`config.mk`:
```
export PLATFORM = sky130hd
export DESIGN_NAME = dds_symbol_modulator
export DESIGN_NICKNAME = d
export VERILOG_FILES = /design/src/rtl/dds_symbol_modulator.sv
export SDC_FILE = /design/constraint.sdc
export NUM_CORES = 1
export LEC_CHECK = 0
export BUFFER_PORTS_ARGS = -buffer_cell sky130_fd_sc_hd__buf_4
export CAP_MARGIN = 25
export CORE_MARGIN = 2
export CORE_UTILIZATION = 58
export CTS_BUF_LIST = sky130_fd_sc_hd__clkbuf_4 sky130_fd_sc_hd__clkbuf_8 sky130_fd_sc_hd__clkbuf_16
export DETAILED_ROUTE_END_ITERATION = 7
export GPL_ROUTABILITY_DRIVEN = 0
export MAX_ROUTING_LAYER = met4
export PLACE_DENSITY = 0.84
export SLEW_MARGIN = 20
export SYNTH_ARGS = -nofsm -noshare
export SYNTH_HDL_FRONTEND = slang
export SYNTH_SLANG_ARGS = --single-unit
```
`constraint.sdc`:
```
create_clock -name clk -period 4.51 [get_ports clk]
set_input_delay 0.6765 -clock clk [delete_from_list [all_inputs] [get_ports clk]]
set_output_delay 0.6765 -clock clk [all_outputs]
set_load 0.05 [all_outputs]
```
`src/rtl/dds_symbol_modulator.sv`:
```
// Serialises bytes MSB first onto a DDS carrier (BPSK, ASK/OOK or bypass), one bit per SPS samples.
// Define DIFF_ENCODE_EN for differential BPSK (phase-state flop toggled by each 1 bit).
module dds_symbol_modulator #(
    parameter int SAMPLE_W = 9,
    parameter int DATA_W   = 8,
    parameter int SPS      = 256
) (
    input  logic                       clk,
    input  logic                       rst,
    input  logic signed [SAMPLE_W-1:0] sample_in,
    input  logic                       sample_valid,
    input  logic [1:0]                 mode,
    input  logic [DATA_W-1:0]          data_in,
    input  logic                       data_valid,
    output logic                       data_ready,
    output logic [SAMPLE_W-1:0]        mod_out,
    output logic                       mod_valid,
    output logic                       symbol_strobe,
    output logic                       busy
);
    localparam int CNT_W = $clog2(SPS);
    localparam int IDX_W = $clog2(DATA_W);

    typedef enum logic {IDLE, SEND} state_t;

    state_t                     state, next_state;
    logic [DATA_W-1:0]          shreg;
    logic [IDX_W-1:0]           bit_idx;
    logic [CNT_W-1:0]           sym_cnt;
    logic [1:0]                 mode_q;

    logic                       consume, sym_last, sym_end, byte_end, load, bit_cur;
    logic signed [SAMPLE_W-1:0] neg_s, mod_sample;

`ifdef DIFF_ENCODE_EN
    logic phase_q;
    logic phase_cur;
`endif

    always_comb begin
        consume    = (state == SEND) && sample_valid;
        sym_last   = (sym_cnt == CNT_W'(SPS - 1));
        sym_end    = consume && sym_last;
        byte_end   = sym_end && (bit_idx == '0);
        data_ready = (state == IDLE) || byte_end;
        load       = data_valid && data_ready;
        bit_cur    = shreg[DATA_W-1];

        next_state = state;
        case (state)
            IDLE: if (load) next_state = SEND;
            SEND: if (byte_end && !load) next_state = IDLE;
            default: next_state = IDLE;
        endcase
    end

    // Negating the most negative code saturates instead of wrapping back to itself.
    always_comb begin
        neg_s = (sample_in == {1'b1, {(SAMPLE_W-1){1'b0}}}) ?
                {1'b0, {(SAMPLE_W-1){1'b1}}} : -sample_in;
`ifdef DIFF_ENCODE_EN
        phase_cur = phase_q ^ ((sym_cnt == '0) && bit_cur);
`endif
        case (mode_q)
            2'b01:   mod_sample = bit_cur ? sample_in : '0;
            2'b10:   mod_sample = sample_in;
`ifdef DIFF_ENCODE_EN
            default: mod_sample = phase_cur ? neg_s : sample_in;
`else
            default: mod_sample = bit_cur ? sample_in : neg_s;
`endif
        endcase
    end

    assign busy = (state == SEND);

    always_ff @(posedge clk) begin
        if (rst) begin
            state         <= IDLE;
            shreg         <= '0;
            bit_idx       <= '0;
            sym_cnt       <= '0;
            mode_q        <= '0;
            mod_out       <= '0;
            mod_valid     <= 1'b0;
            symbol_strobe <= 1'b0;
        end else begin
            state         <= next_state;
            mod_valid     <= sample_valid;
            symbol_strobe <= consume && (sym_cnt == '0);
            if (sample_valid)
                mod_out <= (state == SEND) ? mod_sample : '0;

            if (load) begin
                shreg   <= data_in;
                mode_q  <= mode;
                bit_idx <= IDX_W'(DATA_W - 1);
                sym_cnt <= '0;
            end else if (consume) begin
                sym_cnt <= sym_last ? '0 : sym_cnt + CNT_W'(1);
                if (sym_last) begin
                    shreg   <= {shreg[DATA_W-2:0], 1'b0};
                    bit_idx <= bit_idx - IDX_W'(1);
                end
            end
        end
    end

`ifdef DIFF_ENCODE_EN
    always_ff @(posedge clk) begin
        if (rst)
            phase_q <= 1'b0;
        else if (state == SEND && next_state == IDLE)
            phase_q <= 1'b0;
        else if (consume)
            phase_q <= phase_cur;
    end
`endif

endmodule
```
### Word level (Yosys, flattened, before mapping)

Cells that the tools add are included.
Widths: inputs -> output; s select.

| word-level totals | value |
|---|---|
| word-level logic and storage cells | 45 |
| bits of input ports | 23 |
| latch bits | 0 |
| memory bits (read-only) | 0 |
| output and inout bits | 13 |
| memory bits (writable) | 0 |
| memories | 0 |
| bits in registers | 33 |

| operators by class | value |
|---|---|
| shifts and indexed selects | 0 |
| eq/ne operators | 4 |
| reductions and logical operators | 14 |
| multiply operators | 0 |
| divide/modulo/power cells | 0 |
| magnitude comparators | 0 |
| bitwise gates (word level) | 1 |
| add/sub/neg operators | 3 |
| mux-type cells | 15 |

Operators with widths:

| cell | count |
|---|---|
| $mux 9 | 4 |
| $mux 8 | 4 |
| $pmux 9 s2 | 1 |
| $eq 9x9->1 const B | 1 |
| $mux 3 | 3 |
| $neg 9->9 | 1 |
| $add 8x1->8 const B | 1 |
| $eq 8x8->1 const B | 1 |
| $logic_not 8->1 | 1 |
| $logic_and 1x1->1 | 6 |
| $reduce_bool 2->1 | 2 |
| $logic_not 3->1 | 1 |
| $sub 3x1->3 const B | 1 |
| $eq 2x1->1 const B | 1 |
| $eq 2x2->1 const B | 1 |
| $mux 1 | 2 |
| $pmux 1 s2 | 1 |
| $reduce_and 2->1 | 1 |
| $reduce_or 2->1 | 1 |
| $logic_not 1->1 | 1 |
| $logic_or 1x1->1 | 1 |
| $not 1->1 | 1 |

### Longest topological paths before layout

Gate-level depths: netlist (run 1).

| depth | value |
|---|---|
| word-level depth | 9 |
| depth in mapped cells | 7 |
| gate-level depth less buffers | 7 |

### Least setup slack after synthesis (run 1)

Ideal clock, no wire load.

| path | value |
|---|---|
| path type | input -> output |
| start | input sample_valid |
| end | output data_ready |
| path buffers | 1 |
| stages on the path | 4 |
| arrival time | 1535 ps |
| path slack | 2299 ps |
| cell sequence | buf_2 -> nand3_1 -> o41a_1 -> inv_2 |

| between the ends | value |
|---|---|
| cells in the longest elaborated chain, start to end | 4 |

Ends and longest elaborated chain:

| what | line | RTL |
|---|---|---|
| start, declared | 11 | `input logic sample_valid,` |
| $logic_and 1x1->1 | 41 | `consume = (state == SEND) && sample_valid;` |
| $logic_and 1x1->1 | 43 | `sym_end = consume && sym_last;` |
| $logic_and 1x1->1 | 44 | `byte_end = sym_end && (bit_idx == '0);` |
| $logic_or 1x1->1 | 45 | `data_ready = (state == IDLE) \|\| byte_end;` |
| end, declared | 15 | `output logic data_ready,` |

Every way passes these cells.

### Final worst setup path (run 1)

| path | value |
|---|---|
| start | register sym_cnt[0] |
| end | output data_ready |

| between the ends | value |
|---|---|
| cells in the longest elaborated chain, start to end | 4 |

Ends and longest elaborated chain:

| what | line | RTL |
|---|---|---|
| start, declared | 29 | `logic [CNT_W-1:0] sym_cnt;` |
| start signal, assigned | 100 | `sym_cnt <= sym_last ? '0 : sym_cnt + CNT_W'(1);` |
| $eq 8x8->1 | 42 | `sym_last = (sym_cnt == CNT_W'(SPS - 1));` |
| $logic_and 1x1->1 | 43 |  |
| $logic_and 1x1->1 | 44 |  |
| $logic_or 1x1->1 | 45 |  |

Every way passes these cells.

==> results.sh, run 1 <==
export IMPL_rows=19
export IMPL_synth_seq_cells=33
export IMPL_insertedDiodeCount=0
export IMPL_synthToLayoutAreaGrowth_pct=20.1
export IMPL_synth_enable_flop_cells=0
export IMPL_critical_path_startpoint_type="flip-flop"
export IMPL_timing_critical_path_arrival_ns=2.04
export IMPL_antenna_left=0
export IMPL_detailroute_via_count=1645
export IMPL_clk_pin_slew_ns=0.09
export IMPL_synth_fp_nets=232
export IMPL_tritoncts_num_sinks=33
export IMPL_dieHeight_um=59.0
export IMPL_report_final_setup_viol=0
export IMPL_post_drt_via_cell_ratio=6.16
export IMPL_grt_util_all_layers_pct=26.3
export IMPL_cts_root_buffer="sky130_fd_sc_hd__clkbuf_4"
export IMPL_layout_cells_most_common_list="sky130_fd_sc_hd__buf_4, sky130_fd_sc_hd__dfxtp_1, sky130_fd_sc_hd__inv_1, sky130_fd_sc_hd__a21oi_1, sky130_fd_sc_hd__nor3_1"
export IMPL_finClkSkew_ns=0.0101
export IMPL_synth_top_family_by_area="simple AND/OR/NAND/NOR gates"
export IMPL_timing_setup_tns_ns=0
export IMPL_maxClockFrequency_ghz=0.369
export IMPL_initial_standard_cell_utilization_of_the_core_pct=62.6
export IMPL_post_cts_resized=0
export IMPL_timing_hold_violations_final=0
export IMPL_synth_sequential_area_ratio_pct=37.6
export IMPL_synth_simple_area_share_pct=23.5
export IMPL_worstRegToRegCells=5
export IMPL_cts_setup_buffers=0
export IMPL_die_area_mm2=0.00348
export IMPL_unrepaired_setup_endpoints_after_global_routing="false"
export IMPL_boundaryPins=36
export IMPL_power_per_cell_area_mw_per_mm2=318
export IMPL_port_buffers=35
export IMPL_synth_cell_types=47
export IMPL_normalized_max_slew_margin_pct=53.7
export IMPL_tightestPinTransition_ns=0.688
export IMPL_dpl_ws_ns=2.03
export IMPL_ys_warn_count=0
export IMPL_clk_insertion_delay_late_ns=0.34
export IMPL_min_period_over_period_pct=60.2
export IMPL_cts_tree="built"
export IMPL_finish_net_count=265
export IMPL_total_leakage_power_nw=0.884
export IMPL_asyncSetResetFlopFracSynth_pct=0
export IMPL_drt_iter0_drc=59
export IMPL_number_of_antenna_violations_at_the_first_check_in_global_routing=0
export IMPL_period_minus_slack_ns=2.71
export IMPL_drv_cap=0
export IMPL_cts_buffer_depth=2
export IMPL_timing_hold_worst_class="flip-flop to flip-flop"
export IMPL_avgRoutedWirePerCell_um=14.8
export IMPL_pin_count_of_the_biggest_net_entering_global_routing=28
export IMPL_path_max_fanout=12
export IMPL_clock_tree_htree_level_count=2
export IMPL_final_max_slew_violation_count=0
export IMPL_worst_slack_ns=1.80
export IMPL_remaining_drc_errors=0
export IMPL_synth_main_ff_cell="sky130_fd_sc_hd__dfxtp_1"
export IMPL_mostFrequentLayoutCell="sky130_fd_sc_hd__buf_4"
export IMPL_run_status="finished, final reports clean"
export IMPL_grt_first_pass_wirelength_um=6720
export IMPL_synth_area_per_cell_um2=8.69
export IMPL_cts_buffers=5
export IMPL_via_count_of_the_first_global_routing_pass=1547
export IMPL_grt_ovfl_total=0
export IMPL_synth_compound_area_share_pct=20.6
export IMPL_setup_worst_path_class="flip-flop to output port"
export IMPL_synthesis_instances=202
export IMPL_post_cts_hold_buffer_count=0
export IMPL_final_hold_slack_ns=0.461
export IMPL_final_layout_size_suffix_gt1_share_pct=22.5
export IMPL_detail_route_first_pass_iterations=4
export IMPL_core_area_mm2=0.00281
export IMPL_yosys_area_share_xor_xnor_pct=3.49
export IMPL_yosys_mux_area_fraction_pct=4.63
export IMPL_post_route_wl_um=3960
export IMPL_synthesis_area_mm2=0.00176
export IMPL_synth_adder_area_share_pct=4.99
export IMPL_vdd_ir_drop_worst_v=0.000240
export IMPL_worst_setup_path_end_kind="output port"
export IMPL_die_w_um=59.0
export IMPL_hold_path_cell_count=2
export IMPL_detailedPlacementHpwl_um=2950
export IMPL_critPathRequiredTime_ns=3.83
-- power by group --
group	switching [W]	total (W)	internal, W
clock	0.0000984	0.000237	0.000138
sequential	0.00000949	0.000315	0.000305
combinational	0.0000716	0.000119	0.0000473
-- sequential cells by signal, indices dropped and copies added (netlist names) --
signal         count
mod_out            9
mode_q             2
sym_cnt            8
mod_valid          1
symbol_strobe      1
bit_idx            3
shreg              8
busy               1
-- cells by family after synthesis --
| kind of cell | Yosys count |
|---|---|
| AOI/OAI and AO/OA | 53 |
| xor gates and xnor gates | 7 |
| adders and majority gates | 7 |
| buffers and inverters | 23 |
| DFF | 33 |
| muxes | 8 |
| and+or+nand+nor | 71 |
-- Yosys cell counts, types with 2 or more instances --
library cell               instances  area share (%)
sky130_fd_sc_hd__dfxtp_1          33              38
sky130_fd_sc_hd__o21bai_1          2            0.86
sky130_fd_sc_hd__nand2b_1          3             1.1
sky130_fd_sc_hd__ha_1              7             5.0
sky130_fd_sc_hd__a21oi_1          13             3.7
sky130_fd_sc_hd__mux2i_1           7             4.0
sky130_fd_sc_hd__o21ai_0          10             2.9
sky130_fd_sc_hd__o211ai_1          2            0.86
sky130_fd_sc_hd__nor3_1           13             3.7
sky130_fd_sc_hd__o31ai_1           2            0.86
sky130_fd_sc_hd__clkbuf_1          6             1.3
sky130_fd_sc_hd__inv_1            13             2.8
sky130_fd_sc_hd__a211oi_1          9             3.8
sky130_fd_sc_hd__nand2_1          11             2.4
sky130_fd_sc_hd__and3_1            5             1.8
sky130_fd_sc_hd__nor2_1            8             1.7
sky130_fd_sc_hd__xor2_1            4             2.0
sky130_fd_sc_hd__nand3_1          11             3.1
sky130_fd_sc_hd__nand4_1           3             1.1
sky130_fd_sc_hd__a31oi_1           3             1.1
sky130_fd_sc_hd__nor4_1            5             1.8
sky130_fd_sc_hd__a311oi_1          3             1.5
sky130_fd_sc_hd__buf_2             3            0.86
sky130_fd_sc_hd__xnor2_1           3             1.5
-- worst max-delay path: stages (launching register included) --
cell	delay, ns
sky130_fd_sc_hd__dfxtp_1	0.41
sky130_fd_sc_hd__ha_1	0.25
sky130_fd_sc_hd__nand3_1	0.11
sky130_fd_sc_hd__o41a_1	0.51
sky130_fd_sc_hd__inv_2	0.19
sky130_fd_sc_hd__buf_4	0.22
-- final timing paths --
kind / from / endpoint / slack [ns]
min reg2reg: mod_out[5] / mod_out[5] / 0.46
max: sym_cnt[0] / data_ready / 1.80
max reg2reg: sym_cnt[0] / sym_cnt[0] / 2.52
min: mod_out[5] / mod_out[5] / 0.46
-- per-stage QoR --
step                std cells  utilization, %  total power (W)  instance area [um^2]
detailed placement        259            72.0         0.000439                  2020
floorplan                 202               -         0.000397                  1760
CTS                       267            75.2         0.000673                  2110
finish                    267            75.2         0.000670                  2110
global placement          259            72.0         0.000434                  2020
global route              267            75.2         0.000700                  2110
-- area by class of cell --
type | instances | area [um^2]
clock buffers | 7 | 58.8
flip-flops and latches | 33 | 661
inverters | 14 | 52.6
multi-input cells | 146 | 1000
repair buffers | 35 | 263
clock inverters | 1 | 30.0
well taps | 31 | 38.8
fillers | 223 | 697
-- routing by layer --
| layer | up-vias | global-route usage [%] | part of all wire [%] |
|---|---|---|---|
| met4 | 0 | 11.7 | 2.6 |
| met3 | 11 | 5.68 | 4.9 |
| li1 | 819 | - | - |
| met5 | - | - | 0 |
| met2 | 44 | 41.7 | 47 |
| met1 | 771 | 32.0 | 45 |
No activity file was read; power rests on OpenSTA's default activity.
==> run 2, diff against run 1 <==
Settings changed: ABC_AREA set to 1, CORE_UTILIZATION 58 to 55, PLACE_DENSITY 0.84 to 0.79.
Clock period 4.51 ns to 2.8 ns, I/O delays scaled along.
==> results.sh, run 2 <==
export IMPL_use_met1_pct=25.4
export IMPL_final_max_slew_violation_count=0
export IMPL_maxClockFrequency_ghz=0.462
export IMPL_tightestPinTransition_ns=0.523
export IMPL_clk_insertion_delay_late_ns=0.33
export IMPL_mostFrequentLayoutCell="sky130_fd_sc_hd__nand2_1"
export IMPL_synth_top_cell_area_share_pct=33.9
export IMPL_max_flop_register="mod_out"
export IMPL_post_route_wl_um=4180
export IMPL_cts_tree="built"
export IMPL_run_status="finished, final reports clean"
export IMPL_synthesis_instances=289
export IMPL_max_ffs_per_register=9
export IMPL_yosys_cell_count_top_type="sky130_fd_sc_hd__nand2_1"
export IMPL_grt_ovfl_total=0
export IMPL_setup_reg_to_reg_worst_slack_ns=0.82
export IMPL_post_cts_hold_buffer_count=0
export IMPL_cts_buffers=5
export IMPL_remaining_drc_errors=0
export IMPL_rows=21
export IMPL_setup_worst_path_class="flip-flop to output port"
export IMPL_synth_seq_cells=33
export IMPL_synth_fp_nets=319
export IMPL_num_fill_cells=308
export IMPL_cts_setup_buffers=0
export IMPL_via_count_of_the_first_global_routing_pass=1649
export IMPL_top_regs="mod_out x9, shreg x8, sym_cnt x8"
export IMPL_synth_top_cells_by_count="sky130_fd_sc_hd__nand2_1, sky130_fd_sc_hd__inv_1, sky130_fd_sc_hd__nand3_1"
export IMPL_number_of_antenna_violations_at_the_first_check_in_global_routing=0
export IMPL_initial_standard_cell_utilization_of_the_core_pct=58.0
export IMPL_clock_tree_htree_level_count=2
export IMPL_detailedPlacementHpwl_um=3110
export IMPL_finClkSkew_ns=0.00465
export IMPL_synth_main_ff_cell="sky130_fd_sc_hd__dfxtp_1"
export IMPL_total_power_w=0.000975
export IMPL_critical_path_startpoint_type="flip-flop"
export IMPL_top_usage_layer="met2"
export IMPL_layout_cells_most_common_list="sky130_fd_sc_hd__nand2_1, sky130_fd_sc_hd__inv_1, sky130_fd_sc_hd__nand3_1"
export IMPL_grt_util_met2_pct=38.3
export IMPL_post_drt_via_cell_ratio=5.18
export IMPL_dpl_cell_count=359
export IMPL_timing_hold_violations_final=0
export IMPL_worst_setup_path_end_kind="output port"
export IMPL_timing_hold_worst_class="input port to flip-flop"
export IMPL_synth_cell_types=33
export IMPL_die_w_um=63.6
export IMPL_min_period_over_period_pct=77.4
export IMPL_core_area_mm2=0.00336
export IMPL_power_per_cell_area_mw_per_mm2=431
export IMPL_synthToLayoutAreaGrowth_pct=15.9
export IMPL_path_max_fanout=13
export IMPL_synthesis_area_mm2=0.00195
export IMPL_synth_top_cells_by_area="sky130_fd_sc_hd__dfxtp_1, sky130_fd_sc_hd__nand2_1, sky130_fd_sc_hd__nand3_1, sky130_fd_sc_hd__inv_1, sky130_fd_sc_hd__a21oi_1"
export IMPL_drt_iter0_drc=157
export IMPL_total_leakage_power_nw=1.12
export IMPL_detailroute_via_count=1901
export IMPL_final_util_pct=67.2
export IMPL_synth_area_per_cell_um2=6.75
export IMPL_period_minus_slack_ns=2.17
export IMPL_grt_util_all_layers_pct=22.7
export IMPL_detail_route_first_pass_iterations=4
export IMPL_grt_first_pass_wirelength_um=6980
export IMPL_insertedDiodeCount=0
export IMPL_cts_buffer_depth=2
export IMPL_finish_net_count=350
export IMPL_normalized_max_slew_margin_pct=65.1
export IMPL_pin_count_of_the_biggest_net_entering_global_routing=26
export IMPL_final_layout_size_suffix_gt1_share_pct=19.0
export IMPL_synth_sequential_area_ratio_pct=33.9
export IMPL_report_final_setup_viol=0
export IMPL_clk_pin_slew_ns=0.11
export IMPL_synth_enable_flop_cells=0
export IMPL_tritoncts_num_sinks=33
export IMPL_ys_warn_count=0
export IMPL_avgRoutedWirePerCell_um=11.4
export IMPL_grtUsageMet3_pct=5.00
export IMPL_critPathRequiredTime_ns=2.38
export IMPL_timing_setup_tns_ns=0
export IMPL_unrepaired_setup_endpoints_after_global_routing="false"
export IMPL_asyncSetResetFlopFracSynth_pct=0
export IMPL_boundaryPins=36
export IMPL_antenna_left=0
export IMPL_die_area_mm2=0.00404
export IMPL_final_hold_slack_ns=0.358
export IMPL_layout_cells_non_filler=367
export IMPL_port_buffers=35
export IMPL_post_cts_resized=0
export IMPL_synth_top_area_cell="sky130_fd_sc_hd__dfxtp_1"
export IMPL_timing_critical_path_arrival_ns=1.75
export IMPL_drv_cap=0
export IMPL_vdd_ir_drop_worst_v=0.000342
export IMPL_dieHeight_um=63.6
export IMPL_cts_root_buffer="sky130_fd_sc_hd__clkbuf_4"
==> run 2: routing by layer <==
layer,wire length [um],part of all wire (%)
met5,0,0
met4,90,2.2
met3,198,4.7
met2,2070,49
met1,1830,44
==> run 2: path summary, 6_finish.rpt <==
check                  start         end  cells past startpoint
setup / recovery  sym_cnt[0]  data_ready                      6
hold / removal       mode[0]   mode_q[0]                      3
setup reg to reg  sym_cnt[0]  sym_cnt[2]                      8
hold reg to reg   mod_out[6]  mod_out[6]                      2
==> run 2: cell type report <==
cell class | instances | area, um^2 | area share [%]
inverters | 45 | 169 | 7.47
multi-input cells | 200 | 1060 | 46.7
well taps | 46 | 57.6 | 2.55
flip-flops and latches | 33 | 661 | 29.2
clock inverters | 3 | 17.5 | 0.775
repair buffers | 35 | 263 | 11.6
clock buffers | 5 | 37.5 | 1.66
==> run 2: power breakdown <==
part	internal, W	leakage (nW)	switching (W)
Sequential	0.000492	0.270	0.0000151
Combinational	0.0000753	0.815	0.000130
Clock	0.0000946	0.0310	0.000168
==> run 2: kinds of logic after synthesis <==
group / synth area share, %
buf+inv: 12.0
fa+ha+maj: 4.49
compound gates: 12.3
xor+xnor: 1.80
flops: 33.9
simple gates: 35.6
==> run 2: through the flow <==
step                area (um^2)  worst slack [ns]
finish                     2260             0.634
global route               2260             0.531
CTS                        2260             0.600
detailed placement         2210             0.724
global placement           2210             0.825
floorplan                  1950             0.985
==> run 2: worst max-delay path, stage by stage, from the launching register on <==
cell                      delay [ns]
sky130_fd_sc_hd__dfxtp_1        0.42
sky130_fd_sc_hd__ha_1           0.21
sky130_fd_sc_hd__inv_1          0.06
sky130_fd_sc_hd__nor2_1         0.13
sky130_fd_sc_hd__nand4_1        0.12
sky130_fd_sc_hd__nand2_2        0.23
sky130_fd_sc_hd__buf_4          0.25
==> run 3, diff against run 2 <==
Clock period 2.8 ns to 2.2 ns, I/O delays scaled along.
==> results.sh, run 3 (synthesis results as in run 2) <==
export IMPL_hold_path_cell_count=3
export IMPL_synthToLayoutAreaGrowth_pct=17.1
export IMPL_initial_standard_cell_utilization_of_the_core_pct=58.0
export IMPL_clock_tree_htree_level_count=2
export IMPL_timing_hold_worst_class="input port to flip-flop"
export IMPL_layout_cells_most_common_list="sky130_fd_sc_hd__nand2_1, sky130_fd_sc_hd__inv_1, sky130_fd_sc_hd__nand3_1, sky130_fd_sc_hd__buf_4, sky130_fd_sc_hd__dfxtp_1"
export IMPL_min_period_over_period_pct=95.2
export IMPL_avgRoutedWirePerCell_um=11.8
export IMPL_finClkSkew_ns=0.00679
export IMPL_tritoncts_num_sinks=33
export IMPL_max_ffs_per_register=9
export IMPL_core_area_mm2=0.00336
export IMPL_die_w_um=63.6
export IMPL_clk_pin_slew_ns=0.11
export IMPL_drv_cap=0
export IMPL_grt_util_all_layers_pct=24.2
export IMPL_final_cell_area_mm2=0.00228
export IMPL_hold_start="mode[1]"
export IMPL_top_regs="mod_out x9, shreg x8, sym_cnt x8"
export IMPL_unrepaired_setup_endpoints_after_global_routing="false"
export IMPL_mostFrequentLayoutCell="sky130_fd_sc_hd__nand2_1"
export IMPL_boundaryPins=36
export IMPL_holdPathEnd="mode_q[1]"
export IMPL_detail_route_first_pass_iterations=4
export IMPL_final_util_pct=67.9
export IMPL_clk_insertion_delay_late_ns=0.34
export IMPL_setup_worst_path_class="flip-flop to output port"
export IMPL_detailroute_via_count=1935
export IMPL_via_count_of_the_first_global_routing_pass=1790
export IMPL_vdd_ir_drop_worst_v=0.000342
export IMPL_max_flop_register="mod_out"
export IMPL_normalized_max_slew_margin_pct=73.7
export IMPL_die_area_mm2=0.00404
export IMPL_cts_setup_buffers=0
export IMPL_timing_hold_violations_final=0
export IMPL_cts_root_buffer="sky130_fd_sc_hd__clkbuf_4"
export IMPL_critPathRequiredTime_ns=1.87
export IMPL_power_per_cell_area_mw_per_mm2=549
export IMPL_grt_first_pass_wirelength_um=7450
export IMPL_path_max_fanout=12
export IMPL_grt_ovfl_total=0
export IMPL_finish_net_count=353
export IMPL_total_leakage_power_nw=1.13
export IMPL_run_status="finished, final reports clean"
export IMPL_detailedPlacementHpwl_um=3190
export IMPL_cts_buffers=5
export IMPL_final_max_slew_violation_count=0
export IMPL_worstRegToRegCells=10
export IMPL_number_of_antenna_violations_at_the_first_check_in_global_routing=0
export IMPL_placed_area_mm2=0.00223
export IMPL_timing_critical_path_arrival_ns=1.76
export IMPL_period_minus_slack_ns=2.09
export IMPL_final_layout_size_suffix_gt1_share_pct=20.1
export IMPL_insertedDiodeCount=0
export IMPL_port_buffers=35
export IMPL_maxClockFrequency_ghz=0.477
export IMPL_tightestPinTransition_ns=0.391
export IMPL_dieHeight_um=63.6
export IMPL_post_route_wl_um=4370
export IMPL_pin_count_of_the_biggest_net_entering_global_routing=26
export IMPL_critical_path_startpoint_type="flip-flop"
export IMPL_worst_r2r_startpoint="sym_cnt[1]"
export IMPL_worst_setup_path_end_kind="output port"
export IMPL_setup_reg_to_reg_worst_slack_ns=0.49
export IMPL_drt_iter0_drc=167
export IMPL_timing_setup_tns_ns=0
export IMPL_report_final_setup_viol=0
export IMPL_remaining_drc_errors=0
export IMPL_antenna_left=0
export IMPL_post_drt_via_cell_ratio=5.23
export IMPL_rows=21
export IMPL_cts_tree="built"
export IMPL_cts_buffer_depth=2
export IMPL_worst_r2r_endpoint="shreg[4]"
## run 3: report_power, final
part | switching (W) | internal (W)
clock | 0.000218 | 0.000120
combinational | 0.000167 | 0.000101
sequential | 0.0000202 | 0.000626
## run 3: area by class of cell
| class | instances | area (um^2) |
|---|---|---|
| multi-input combinational | 200 | 1060 |
| sequential | 33 | 662 |
| timing repair buffer | 38 | 285 |
| clock inverter | 3 | 17.5 |
| inverter | 45 | 169 |
| fill | 320 | 1080 |
| clock buffer | 5 | 37.5 |
| tap | 46 | 57.6 |
## run 3: timing repair
item                       in CTS  in global routing
resized for setup               0                  1
setup endpoints to repair       0                  1
hold buffers                    0                  0
## run 3: metal layers
metal,vias to the layer above,share of wire (%),GRT usage (%)
met4,0,2.7,12.2
met5,-,0,-
met1,890,43,25.6
li1,993,-,-
met2,39,50,41.7
met3,13,4.0,6.25
## run 3: how the worst max path moves through the flow
stage                     slack [ns]          to  cells past startpoint        from
after CTS                       0.06  data_ready                      7  sym_cnt[0]
after detailed placement        0.46  data_ready                      7  sym_cnt[0]
after global routing            0.02  data_ready                      7  sym_cnt[1]
after floorplan                 0.46    shreg[3]                      8        busy
final                           0.11  data_ready                      7  sym_cnt[1]
after global placement          0.51  data_ready                      7  sym_cnt[0]
## run 3: critical path, cell delays in order, from the launching register on
cell,delay [ns]
sky130_fd_sc_hd__dfxtp_1,0.38
sky130_fd_sc_hd__ha_1,0.20
sky130_fd_sc_hd__inv_1,0.06
sky130_fd_sc_hd__nor2_1,0.15
sky130_fd_sc_hd__nand4_1,0.15
sky130_fd_sc_hd__nand2_2,0.10
sky130_fd_sc_hd__buf_4,0.18
sky130_fd_sc_hd__buf_4,0.21
## run 3: per-stage QoR
stage	hold WS (ns)	total power [W]	worst slack, ns	instances
global placement	0.455	0.000923	0.512	362
global route	0.266	0.00132	0.0231	370
finish	0.260	0.00125	0.105	370
floorplan	0.457	0.000842	0.462	289
detailed placement	0.456	0.000927	0.463	362
CTS	0.239	0.00126	0.0603	370
